**src/rtl/pwm_cfg_sched.sv**
```systemverilog
// pwm_cfg_sched: configuration and sequencing controller for a PWM period
// counter. Host writes land in shadow registers; shadows are committed to the
// active AAR/CCR/mode/RCR only at period boundaries (after RCR+1 periods), so
// a period never runs on a half-updated configuration.
//
// Ports:
//   clk, rst          clock, synchronous active-high reset
//   cfg_we/addr/wdata shadow write port (0=AAR, 1=CCR, 2=CTRL bit0 mode, 3=RCR)
//   cfg_rdata         combinational shadow readback, zero-extended
//   start, stop       start request / graceful stop request
//   cnt_val           current counter value
//   PWM_EN            counter enable
//   mode, AAR, CCR    active configuration seen by the counter/compare stage
//   upd_irq           one-cycle pulse after a boundary commit
//   busy              high while running or waiting for the stop boundary
module pwm_cfg_sched #(
  parameter int unsigned WIDTH = 64,
  parameter int unsigned RCR_W = 8
) (
  input  logic             clk,
  input  logic             rst,
  input  logic             cfg_we,
  input  logic [1:0]       cfg_addr,
  input  logic [WIDTH-1:0] cfg_wdata,
  output logic [WIDTH-1:0] cfg_rdata,
  input  logic             start,
  input  logic             stop,
  input  logic [WIDTH-1:0] cnt_val,
  output logic             PWM_EN,
  output logic             mode,
  output logic [WIDTH-1:0] AAR,
  output logic [WIDTH-1:0] CCR,
  output logic             upd_irq,
  output logic             busy
);

  typedef enum logic [1:0] {
    S_IDLE      = 2'd0,
    S_RUN       = 2'd1,
    S_STOP_PEND = 2'd2
  } state_t;

  state_t           state_q, state_d;
  logic [WIDTH-1:0] aar_sh, ccr_sh, prev_cnt;
  logic             mode_sh;
  logic [RCR_W-1:0] rcr_sh, rcr_q, rep_cnt;
  logic             pb_c, ue_c, commit_c, rep_clr_c, irq_d;

  // Period boundary: end of count in up mode, return to zero in up-down mode.
  // prev_cnt is cleared while disabled so the initial zero after start is not
  // mistaken for a return to zero.
  always_comb begin
    pb_c = 1'b0;
    if (PWM_EN) begin
      if (!mode) pb_c = (cnt_val >= AAR);
      else       pb_c = (cnt_val == '0) && (prev_cnt != '0);
    end
  end

  assign ue_c = pb_c && (rep_cnt == rcr_q);

  // Next-state and sequencing decisions
  always_comb begin
    state_d   = state_q;
    commit_c  = 1'b0;
    rep_clr_c = 1'b0;
    irq_d     = 1'b0;
    case (state_q)
      S_IDLE: begin
        if (start && !stop) begin
          state_d   = S_RUN;
          commit_c  = 1'b1;
          rep_clr_c = 1'b1;
        end
      end
      S_RUN: begin
        if (ue_c) begin
          commit_c = 1'b1;
          irq_d    = 1'b1;
        end
        if (stop) state_d = S_STOP_PEND;
      end
      S_STOP_PEND: begin
        if (ue_c) begin
          commit_c = 1'b1;
          irq_d    = 1'b1;
        end
        // Stop at the first raw boundary regardless of repetition count
        if (pb_c) state_d = S_IDLE;
      end
      default: state_d = S_IDLE;
    endcase
  end

  // State register and registered status outputs
  always_ff @(posedge clk) begin
    if (rst) begin
      state_q <= S_IDLE;
      PWM_EN  <= 1'b0;
      busy    <= 1'b0;
      upd_irq <= 1'b0;
    end else begin
      state_q <= state_d;
      PWM_EN  <= (state_d != S_IDLE);
      busy    <= (state_d != S_IDLE);
      upd_irq <= irq_d;
    end
  end

  // Shadow, active configuration, repetition counter and previous count.
  // Commit reads the pre-write shadow, so a same-cycle write waits one commit.
  always_ff @(posedge clk) begin
    if (rst) begin
      aar_sh   <= '0;
      ccr_sh   <= '0;
      mode_sh  <= 1'b0;
      rcr_sh   <= '0;
      AAR      <= '0;
      CCR      <= '0;
      mode     <= 1'b0;
      rcr_q    <= '0;
      rep_cnt  <= '0;
      prev_cnt <= '0;
    end else begin
      if (cfg_we) begin
        case (cfg_addr)
          2'd0: aar_sh  <= cfg_wdata;
          2'd1: ccr_sh  <= cfg_wdata;
          2'd2: mode_sh <= cfg_wdata[0];
          2'd3: rcr_sh  <= cfg_wdata[RCR_W-1:0];
          default: ;
        endcase
      end
      if (commit_c) begin
        AAR   <= aar_sh;
        CCR   <= ccr_sh;
        mode  <= mode_sh;
        rcr_q <= rcr_sh;
      end
      if (rep_clr_c || ue_c) rep_cnt <= '0;
      else if (pb_c)         rep_cnt <= rep_cnt + RCR_W'(1);
      prev_cnt <= PWM_EN ? cnt_val : '0;
    end
  end

  // Shadow readback
  always_comb begin
    cfg_rdata = '0;
    case (cfg_addr)
      2'd0: cfg_rdata = aar_sh;
      2'd1: cfg_rdata = ccr_sh;
      2'd2: cfg_rdata = WIDTH'(mode_sh);
      2'd3: cfg_rdata = WIDTH'(rcr_sh);
      default: ;
    endcase
  end

endmodule

```
**config.mk**
```make
export PLATFORM = sky130hd
export DESIGN_NAME = pwm_cfg_sched
export DESIGN_NICKNAME = d
export VERILOG_FILES = /design/src/rtl/pwm_cfg_sched.sv
export SDC_FILE = /design/constraint.sdc
export NUM_CORES = 1
export LEC_CHECK = 0
export ABC_CLOCK_PERIOD_IN_PS = 3700
export BUFFER_PORTS_ARGS = -buffer_cell sky130_fd_sc_hd__buf_2
export CORE_ASPECT_RATIO = 0.5
export CORE_MARGIN = 3
export CORE_UTILIZATION = 51
export DETAILED_ROUTE_END_ITERATION = 10
export PLACE_DENSITY = 0.84
export SLEW_MARGIN = 30
export SYNTH_ARGS = -nofsm -noshare
export SYNTH_HDL_FRONTEND = slang
export SYNTH_SLANG_ARGS = --single-unit
```
**constraint.sdc**
```tcl
create_clock -name clk -period 3.7 [get_ports clk]
set_input_delay 0.185 -clock clk [delete_from_list [all_inputs] [get_ports clk]]
set_output_delay 0.185 -clock clk [all_outputs]
set_load 0.05 [all_outputs]
```
Word level (Yosys, flattened, before mapping)
Index checks and enable logic that the tools add are counted.

word-level totals
  bits in registers = 350

operators by class
  $lt $le $gt $ge = 1
  bitwise logic cells = 2
  muxes and demuxes = 11
  equal/unequal tests = 6
  add/subtract/negate cells = 1
  reduce and logical (&&, ||, !) cells = 18

operators by type and width
  operator               count
  $pmux W64 S4           1
  $ge A64 B64 Y1         1
  $logic_not A64 Y1      1
  $reduce_bool A64 Y1    1
  $add A8 B1 Y8 const B  1
  $eq A8 B8 Y1           1
  $reduce_and A2 Y1      4
  $reduce_or A2 Y1       4
  $eq A2 B2 Y1 const B   3
  $mux W2                3
  $pmux W2 S3            1
  $mux W1                5
  $eq A2 B1 Y1 const B   2
  $logic_not A2 Y1       2
  $logic_and A1 B1 Y1    3
  $not A1 Y1             2
  $pmux W1 S2            1
  $reduce_bool A2 Y1     1
  $logic_not A1 Y1       1
  $logic_or A1 B1 Y1     1

Depth between registers and ports, before layout
Gate-level depths: netlist (run 1).

  depth in word-level cells = 7
  depth in mapped cells = 12
  gate-level depth less buffers = 10

Worst setup path before layout (run 1)
Ideal clock, no wire load.

  path type = register to register
  from = register AAR[0]
  to = register AAR[51]
  data arrival time = 2993 ps
  stages on the path, launching flop included = 12
  buffers on the path = 2
  setup time = 120 ps
  setup slack = 587 ps
  clock period less this slack = 3113 ps
  path through = dfxtp_1 ha_1 nand2b_4 a2111oi_4 nor4_1 or4_1 a32oi_2 and2_1 o32ai_2 buf_6 buf_6 mux2i_1

on the way
  longest elaborated chain between the ends = 6

ends and longest elaborated chain
  what                    line    RTL
  start, declared         31      output logic [WIDTH-1:0] AAR,
  start signal, assigned  135     AAR <= aar_sh;
  $ge A64 B64 Y1          55      if (!mode) pb_c = (cnt_val >= AAR);
  $mux W1                 55
  $mux W1                 54      if (PWM_EN) begin
  $logic_and A1 B1 Y1     60      assign ue_c = pb_c && (rep_cnt == rcr_q);
  $mux W1                 77, 84
  $pmux W1 S2             68      case (state_q)

No other way between the ends.
A chain may end at the register's enable or synchronous reset.

Worst setup path after layout (run 1)
  from = register AAR[62]
  to = register CCR[46]

on the way
  longest elaborated chain between the ends = 6

ends and longest elaborated chain
  what                  line    RTL
  $ge A64 B64 Y1        55
  $mux W1               55
  $mux W1               54
  $logic_and A1 B1 Y1   60
  $mux W1               77, 84
  $pmux W1 S2           68
  end signal, assigned  136     CCR <= ccr_sh;
  end, declared         32      output logic [WIDTH-1:0] CCR,

No other way between the ends.

==> results of run 1 <==
## layout by cell type, fill, tap and decap left out, drive strengths merged, types with 4 or more instances in the layout
cell type and instances:
a211oi 6, a21o 4, nand4 19, clkinv 10, and4 9, a221oi 4, buf 357, o21ai 18
and2 66, dfxtp 350, nor2b 4, nor2 64, nor4 34, nand3 18, dlygate4sd3 130, clkbuf 39
diode 5, a21oi 165, nand2 290, nand2b 276, mux2i 202, inv 74, xnor2 11, ha 69
## how the worst max path moves through the flow
stage | endpoint | slack [ns] | cells after the start
2_1_floorplan | AAR[51]$_SDFFE_PP0P_ | 0.59 | 11
3_3_place_gp | CCR[49]$_SDFFE_PP0P_ | 0.61 | 13
3_5_place_dp | CCR[53]$_SDFFE_PP0P_ | 0.53 | 12
4_1_cts | AAR[18]$_SDFFE_PP0P_ | 0.48 | 12
5_1_grt | CCR[49]$_SDFFE_PP0P_ | 0.22 | 12
6_report | CCR[46]$_SDFFE_PP0P_ | 0.43 | 12
## worst reg2reg max path, cell delays in order (launching register included)
cell and delay [ns]:
dfxtp_1 0.37, inv_1 0.07, ha_1 0.31, a21oi_1 0.17, a21boi_0 0.10, a2111oi_0 0.45, o21ai_0 0.20, nor3_1 0.46
and2_1 0.27, o32ai_4 0.13, buf_4 0.20, buf_4 0.25, mux2i_1 0.17
## flip-flops by register name, summed over array words and instances, names as in the netlist
name,flops
state_q,2
CCR,64
rep_cnt,8
prev_cnt,64
rcr_sh,8
mode,1
busy,1
aar_sh,64
mode_sh,1
rcr_q,8
ccr_sh,64
AAR,64
upd_irq,1
## report_power, final
part           switching, mW  leakage, nW  internal [mW]
combinational          0.654         5.04          0.463
clock                   1.51        0.516           1.86
sequential            0.0742         2.83           3.87
total                   2.24         8.39           6.19
## final cells by class
cell class              instances  area share, %
well taps                     423           2.58
clock buffers                  39           4.18
inverters                      72           1.32
multi-input cells            1296           40.9
diodes                          5         0.0611
repair buffers                487           15.8
flip-flops and latches        350           34.2
clock inverters                17          0.916
## through the flow
stage                     utilization (%)  power, mW  area [um^2]  cells
after floorplan                         -       4.69        16200   1837
after global placement               58.9       4.98        18100   2498
after detailed placement             58.9       5.00        18100   2498
after CTS                            66.5       8.39        20500   2684
after global routing                 66.5       8.66        20500   2688
final                                66.5       8.42        20500   2689
## routing by layer
layer / track usage [%] / vias up
li1: - / 6906
met1: 41.3 / 6911
met2: 44.7 / 725
met3: 6.39 / 189
met4: 15.0 / 2
met5: 0 / -
## cells by family (layout without fill, tap and decap cells)
logic type,after synthesis,in the layout,share of synthesized area [%]
buffers and inverters,191,615,5.15
and+or+nand+nor,797,797,25.5
xor gates and xnor gates,11,11,0.595
adders and majority gates,69,69,5.33
AOI/OAI and AO/OA,216,216,7.55
DFF,350,350,43.3
muxes,203,203,12.6
other,0,5,0
==> summary.md, run 1 <==
| Metric | Value |
|---|---|
| EDFF count, synth | 0 |
| Reg2Reg Depth | 12 |
| Port bufs | 330 |
| Dominant cell type by area after synthesis | dfxtp_1 |
| Reg-to-Reg End | CCR[46]$_SDFFE_PP0P_ |
| Worst Path Arrival | 3.71 ns |
| Area occupied by multi-input gates | 8380 um^2 |
| Clock sinks | 350 |
| Power per Cell Area | about 400 nW/um^2 |
| # DRC | 0 |
| WL met2 | 22800 um |
| Routability cong. | around 0.93 |
| Fill cells | roughly 2400 |
| Hold crit path type | input port to flop |
| GRT Total Usage | between 30% and 40% |
| Synth top cells by count | dfxtp_1 (350), nand2_1 (290), nand2b_1 (275), mux2i_1 (202), a21oi_1 (164) |
| Post-Syn Area | 16200 um^2 |
| Initial Util | a little over half |
| Pin count of the biggest net entering global routing | 124 |
| Synth Area per Inst | 8.82 um^2 |
| Fmax achieved | ~0.3 GHz |
| Fin Clk Skew | 0.0171 ns |
| Final Hold Vio Count | 0 |
| Congestion Overflow GR | 0 |
| Worst Setup Start Kind | flop |
| Setup crit end kind | flop |
| Syn Inst Count | 1837 |
| Max layer used | met5 |
| Die X | 258 um |
| Number of global-route vias before repair | 14100 |
| WHS Endpoint | state_q[1]$_SDFF_PP0_ |
| WL final | between 50000 and 60000 um |
| Metal3 WL | 4520 um |
| CP Max Fanout | 20 |
| Die Footprint | 34100 um^2 |
| TritonCTS clock tree | yes |
| Setup TNS | 0 ns |
| Hold_buf cts | 130 |
| Seq/Total Area, Yosys | a little over two fifths |
| DP HPWL | 36900 um |
| # IOs | roughly 330 |
| Worst hold path stage count | 5 |
| Slowest stage delay, CP | about 0.46 ns |
| Final setup fails | 0 |
| HP Start | start |
| Relative slew slack | 41.4% |
| Main synth FF type | dfxtp_1 |
| Worst-Margin Slew | 0.878 ns |
| Share of layout cells above drive strength 1 | 18.6% |
| DRT antenna net count | 0 |
| Row Count | 45 |
| Share of the synthesized area in the top cell type | 43.3% |
| Metal-1 WL | 22700 um |
| R2R Setup Slk | roughly 0.43 ns |
| Synth cell types | 52 |
| Clock transition at path regs | 0.07 ns |
| Reg2reg start | AAR[62]$_SDFFE_PP0P_ |
| Layout Nets | 2442 |
| CP Launch Point | AAR[62]$_SDFFE_PP0P_ |
| Final worst path period need | 3.27 ns |
| 1st-iter DRT viols | approximately 1600 |
| Hold_ws | 0.0788 ns |
| Synth-to-layout area growth | 26.4% |
| Max clock buf depth | 3 |
| Status | completed |
| Most common cell in the netlist | dfxtp_1 |
| Critical path's top delay family | compound AO/OA/AOI/OAI gates |
| Peak VDD IR | 0.303 mV |
| Via count | approximately 15000 |
| Critical Path RT | 4.15 ns |
| CORE AREA | around 31000 um^2 |
| Yosys warns | 0 |
| Pre-antenna DRT Iters | 5 |
| Asr flop ratio synth | 0% |
| Synth top area cells | dfxtp_1 (43%), mux2i_1 (12%), nand2b_1 (11%) |
| Crit path buffers/inverters | 3 |
| CTS root buf | clkbuf_16 |
| Final Max Tran Viols | 0 |
| Max-Cap Viols | 0 |
| Initial antenna violation count | 6 |
| Highest-delay cell along the critical path | nor3_1 |
| Via density | around 5.5 |
| Pleak | 8.39 nW |
| First-pass GRT wire length | between 80000 and 90000 um |
| Critical-path cell list | inv_1 > ha_1 > a21oi_1 > a21boi_0 > a2111oi_0 > o21ai_0 > nor3_1 > and2_1 > o32ai_4 > buf_4 > buf_4 > mux2i_1 |
| Crit-path most repeated cell | buf_4 |
| WL per Instance | between 15 and 20 um |
| Setup slack at placement | 0.533 ns |
| Post_cts resized | 0 |
| Final period util | roughly 90% |
| Skew-Pair Late Insertion Delay | 0.58 ns |
| Kind of critical path | flop to flop |
| Synth Register Bits | 350 |
| Setup bufs post-CTS | 0 |
| Cts bufs inserted | 31 |
| Register area | 7010 um^2 |
| RSZ-0062 raised after global routing | no |
| Worst setup margin | around 0.43 ns |
| Post-synth net total | 2041 |
| # H-tree levels | 1 |
| Die Ht | 132 um |
(Power assumes the default switching activity.)
==> inputs of run 2 (changes only) <==
Settings changed: GPL_TIMING_DRIVEN from default to 0.
==> run 2 against run 1 <==
Net effect: routed wire length is 7.7% higher; clock power fell by 4%; final cell count increased by 3.3%; non-clock buffer count rose by 89; highest routed layer unchanged.
==> summary.md, run 2 (synthesized netlist as in run 1, its figures left out) <==
| Metric | Value |
|---|---|
| CP Max Fanout | 10 (-50%) |
| Fin Clk Skew | 0.0158 ns (-0.00132 ns) |
| Initial Util | 52.6% (unchanged) |
| Leading cell type in the layout, fill and taps excluded | dfxtp_1 |
| Pleak | 8.40 nW (+0.14%) |
| Worst Setup Start Kind | flop |
| Pre-antenna DRT Iters | 5 (unchanged) |
| Setup crit end kind | flop |
| Via density | 5.58 (+1.9%) |
| Peak VDD IR | 0.416 mV (+37%) |
| Final setup fails | 0 (unchanged) |
| Cts bufs inserted | 31 (unchanged) |
| # IOs | 331 (unchanged) |
| Setup bufs post-CTS | 0 (unchanged) |
| DRT antenna net count | 0 (unchanged) |
| CTS root buf | clkbuf_16 |
| Area occupied by multi-input gates | 8360 um^2 (-0.24%) |
| Die X | 258 um (unchanged) |
| Clock share of power | 38.6% (-1.4 points) |
| Share of layout cells above drive strength 1 | 17.4% (-1.2 points) |
| Setup TNS | 0 ns (unchanged) |
| CORE AREA | 30800 um^2 (unchanged) |
| 1st-iter DRT viols | 1819 (+12%) |
| Critical-path cell list | inv_1 > ha_1 > a21oi_1 > a21boi_0 > a2111oi_0 > o21ai_0 > nor3_1 > and2_1 > o32ai_2 > buf_6 > buf_6 > mux2i_1 |
| Relative slew slack | 33.2% (-8.3 points) |
| Max-Cap Viols | 0 (unchanged) |
| Synth-to-layout area growth | 27.6% |
| Slowest stage delay, CP | 0.60 ns (+0.14 ns) |
| Skew-Pair Late Insertion Delay | 0.59 ns (about the same) |
| Fill cells | 2355 (-0.34%) |
| Most frequent cells in the layout | dfxtp_1 (350), buf_2 (331), nand2_1 (290) |
| Final period util | 93.9% (+5.6 points) |
| Number of global-route vias before repair | 14600 (+3.6%) |
| Hold crit path type | input port to flop |
| Post_cts resized | 0 (unchanged) |
| GRT Total Usage | 32.0% (+2.0 points) |
| Sequential power share | 47.2% (+0.4 points) |
| # H-tree levels | 1 (unchanged) |
| Internal | 6.03 mW (-2.5%) |
| Final worst path period need | 3.48 ns (+0.209 ns) |
| Clock transition at path regs | 0.08 ns (about the same) |
| Max clock buf depth | 3 (unchanged) |
| Port bufs | 328 (-0.61%) |
| Fmax achieved | 0.288 GHz (-6.0%) |
| Routability cong. | 0.989 (+6.4%) |
| WL per Instance | 20.6 um (+4.3%) |
| Initial antenna violation count | 6 (unchanged) |
| Worst-Margin Slew | 1.00 ns (+0.124 ns) |
| RSZ-0062 raised after global routing | no |
| Final Max Tran Viols | 0 (unchanged) |
| Status | completed |
| Hold_ws | 0.0471 ns (-0.0316 ns) |
| Register area | 7010 um^2 (unchanged) |
| Clock sinks | 350 (unchanged) |
| Critical path's top delay family | compound AO/OA/AOI/OAI gates |
| Pin count of the biggest net entering global routing | 18 (-85%) |
| Crit path buffers/inverters | 3 (unchanged) |
| Row Count | 45 (unchanged) |
| Critical Path RT | 4.20 ns (+0.05 ns) |
| TritonCTS clock tree | yes |
| Die Footprint | 34100 um^2 (unchanged) |
| WL final | 57100 um (+7.7%) |
| Worst Path Arrival | 3.97 ns (+0.26 ns) |
| Layout Nets | 2531 (+3.6%) |
| Final Hold Vio Count | 0 (unchanged) |
| Congestion Overflow GR | 0 (unchanged) |
| Gate power share | 14.1% (+0.8 points) |
| Die Ht | 132 um (unchanged) |
| First-pass GRT wire length | 85300 um (+5.5%) |
| Power per Cell Area | 404 nW/um^2 (-1.8%) |
| Via count | 15500 (+5.3%) |
| Kind of critical path | flop to flop |
| Crit-path most repeated cell | buf_6 |
| Sw frac | 27.7% (+1.2 points) |
| DP HPWL | 41200 um (+12%) |
| Highest-delay cell along the critical path | nor3_1 |
| Psw | 2.32 mW (+3.6%) |
| # DRC | 0 (unchanged) |
[run 2: layer usage]
layer,track usage [%],share of wire [%],vias to the layer above
met3,6.10,9.7,261
met5,0,0.021,-
met2,49.9,44,947
li1,-,-,7099
met1,42.2,40,7199
met4,17.5,6.8,2
[run 2: worst paths after layout]
path	start	endpoint	slack, ns	cells past startpoint
setup / recovery	AAR[62]$_SDFFE_PP0P_	CCR[61]$_SDFFE_PP0P_	0.22	12
hold / removal	cfg_addr[1]	mode_sh$_SDFFE_PP0P_	0.05	4
setup reg to reg	AAR[62]$_SDFFE_PP0P_	CCR[61]$_SDFFE_PP0P_	0.22	12
hold reg to reg	CCR[32]$_SDFFE_PP0P_	CCR[32]$_SDFFE_PP0P_	0.47	2
[run 2: worst register-to-register path, stage by stage (launching register included)]
cell	delay [ns]
dfxtp_1	0.42
inv_1	0.07
ha_1	0.31
a21oi_1	0.15
a21boi_0	0.09
a2111oi_0	0.57
o21ai_0	0.18
nor3_1	0.60
and2_1	0.27
o32ai_2	0.13
buf_6	0.21
buf_6	0.18
mux2i_1	0.23
[run 2: through the flow]
stage          cell area, um^2  setup slack [ns]  utilization, %  total power, mW  instances
5_1_grt                  20700             0.134            67.1             8.57       2777
3_3_place_gp             18400             0.485            59.6             5.03       2588
4_1_cts                  20700             0.335            67.1             8.28       2774
3_5_place_dp             18400             0.384            59.7             5.05       2588
2_1_floorplan            16200             0.587               -             4.69       1837
6_report                 20700             0.224            67.1             8.35       2778
[run 2: area by class of cell]
class | instances | area share (%)
Inverter | 72 | 1.31
Tap cell | 423 | 2.56
Sequential cell | 350 | 33.9
Clock buffer | 37 | 4.01
Antenna cell | 4 | 0.0484
Timing Repair Buffer | 457 | 14.2
Clock inverter | 20 | 0.823
Multi-Input combinational cell | 1296 | 40.4
Buffer | 119 | 2.74
[run 2: power by group through the flow]
stage	clock network, mW	registers [mW]	logic [mW]
finish	3.23	3.94	1.18
global route	3.37	3.95	1.25
CTS	3.20	3.94	1.14
detailed placement	0	4.02	1.03
global placement	0	4.02	1.01
floorplan	0	4.06	0.627
[run 2: timing repair]
item / in CTS / in global routing
setup endpoints to repair: 0 / 0
endpoints found under the hold margin: 202 / 0
hold buffers: 129 / 0
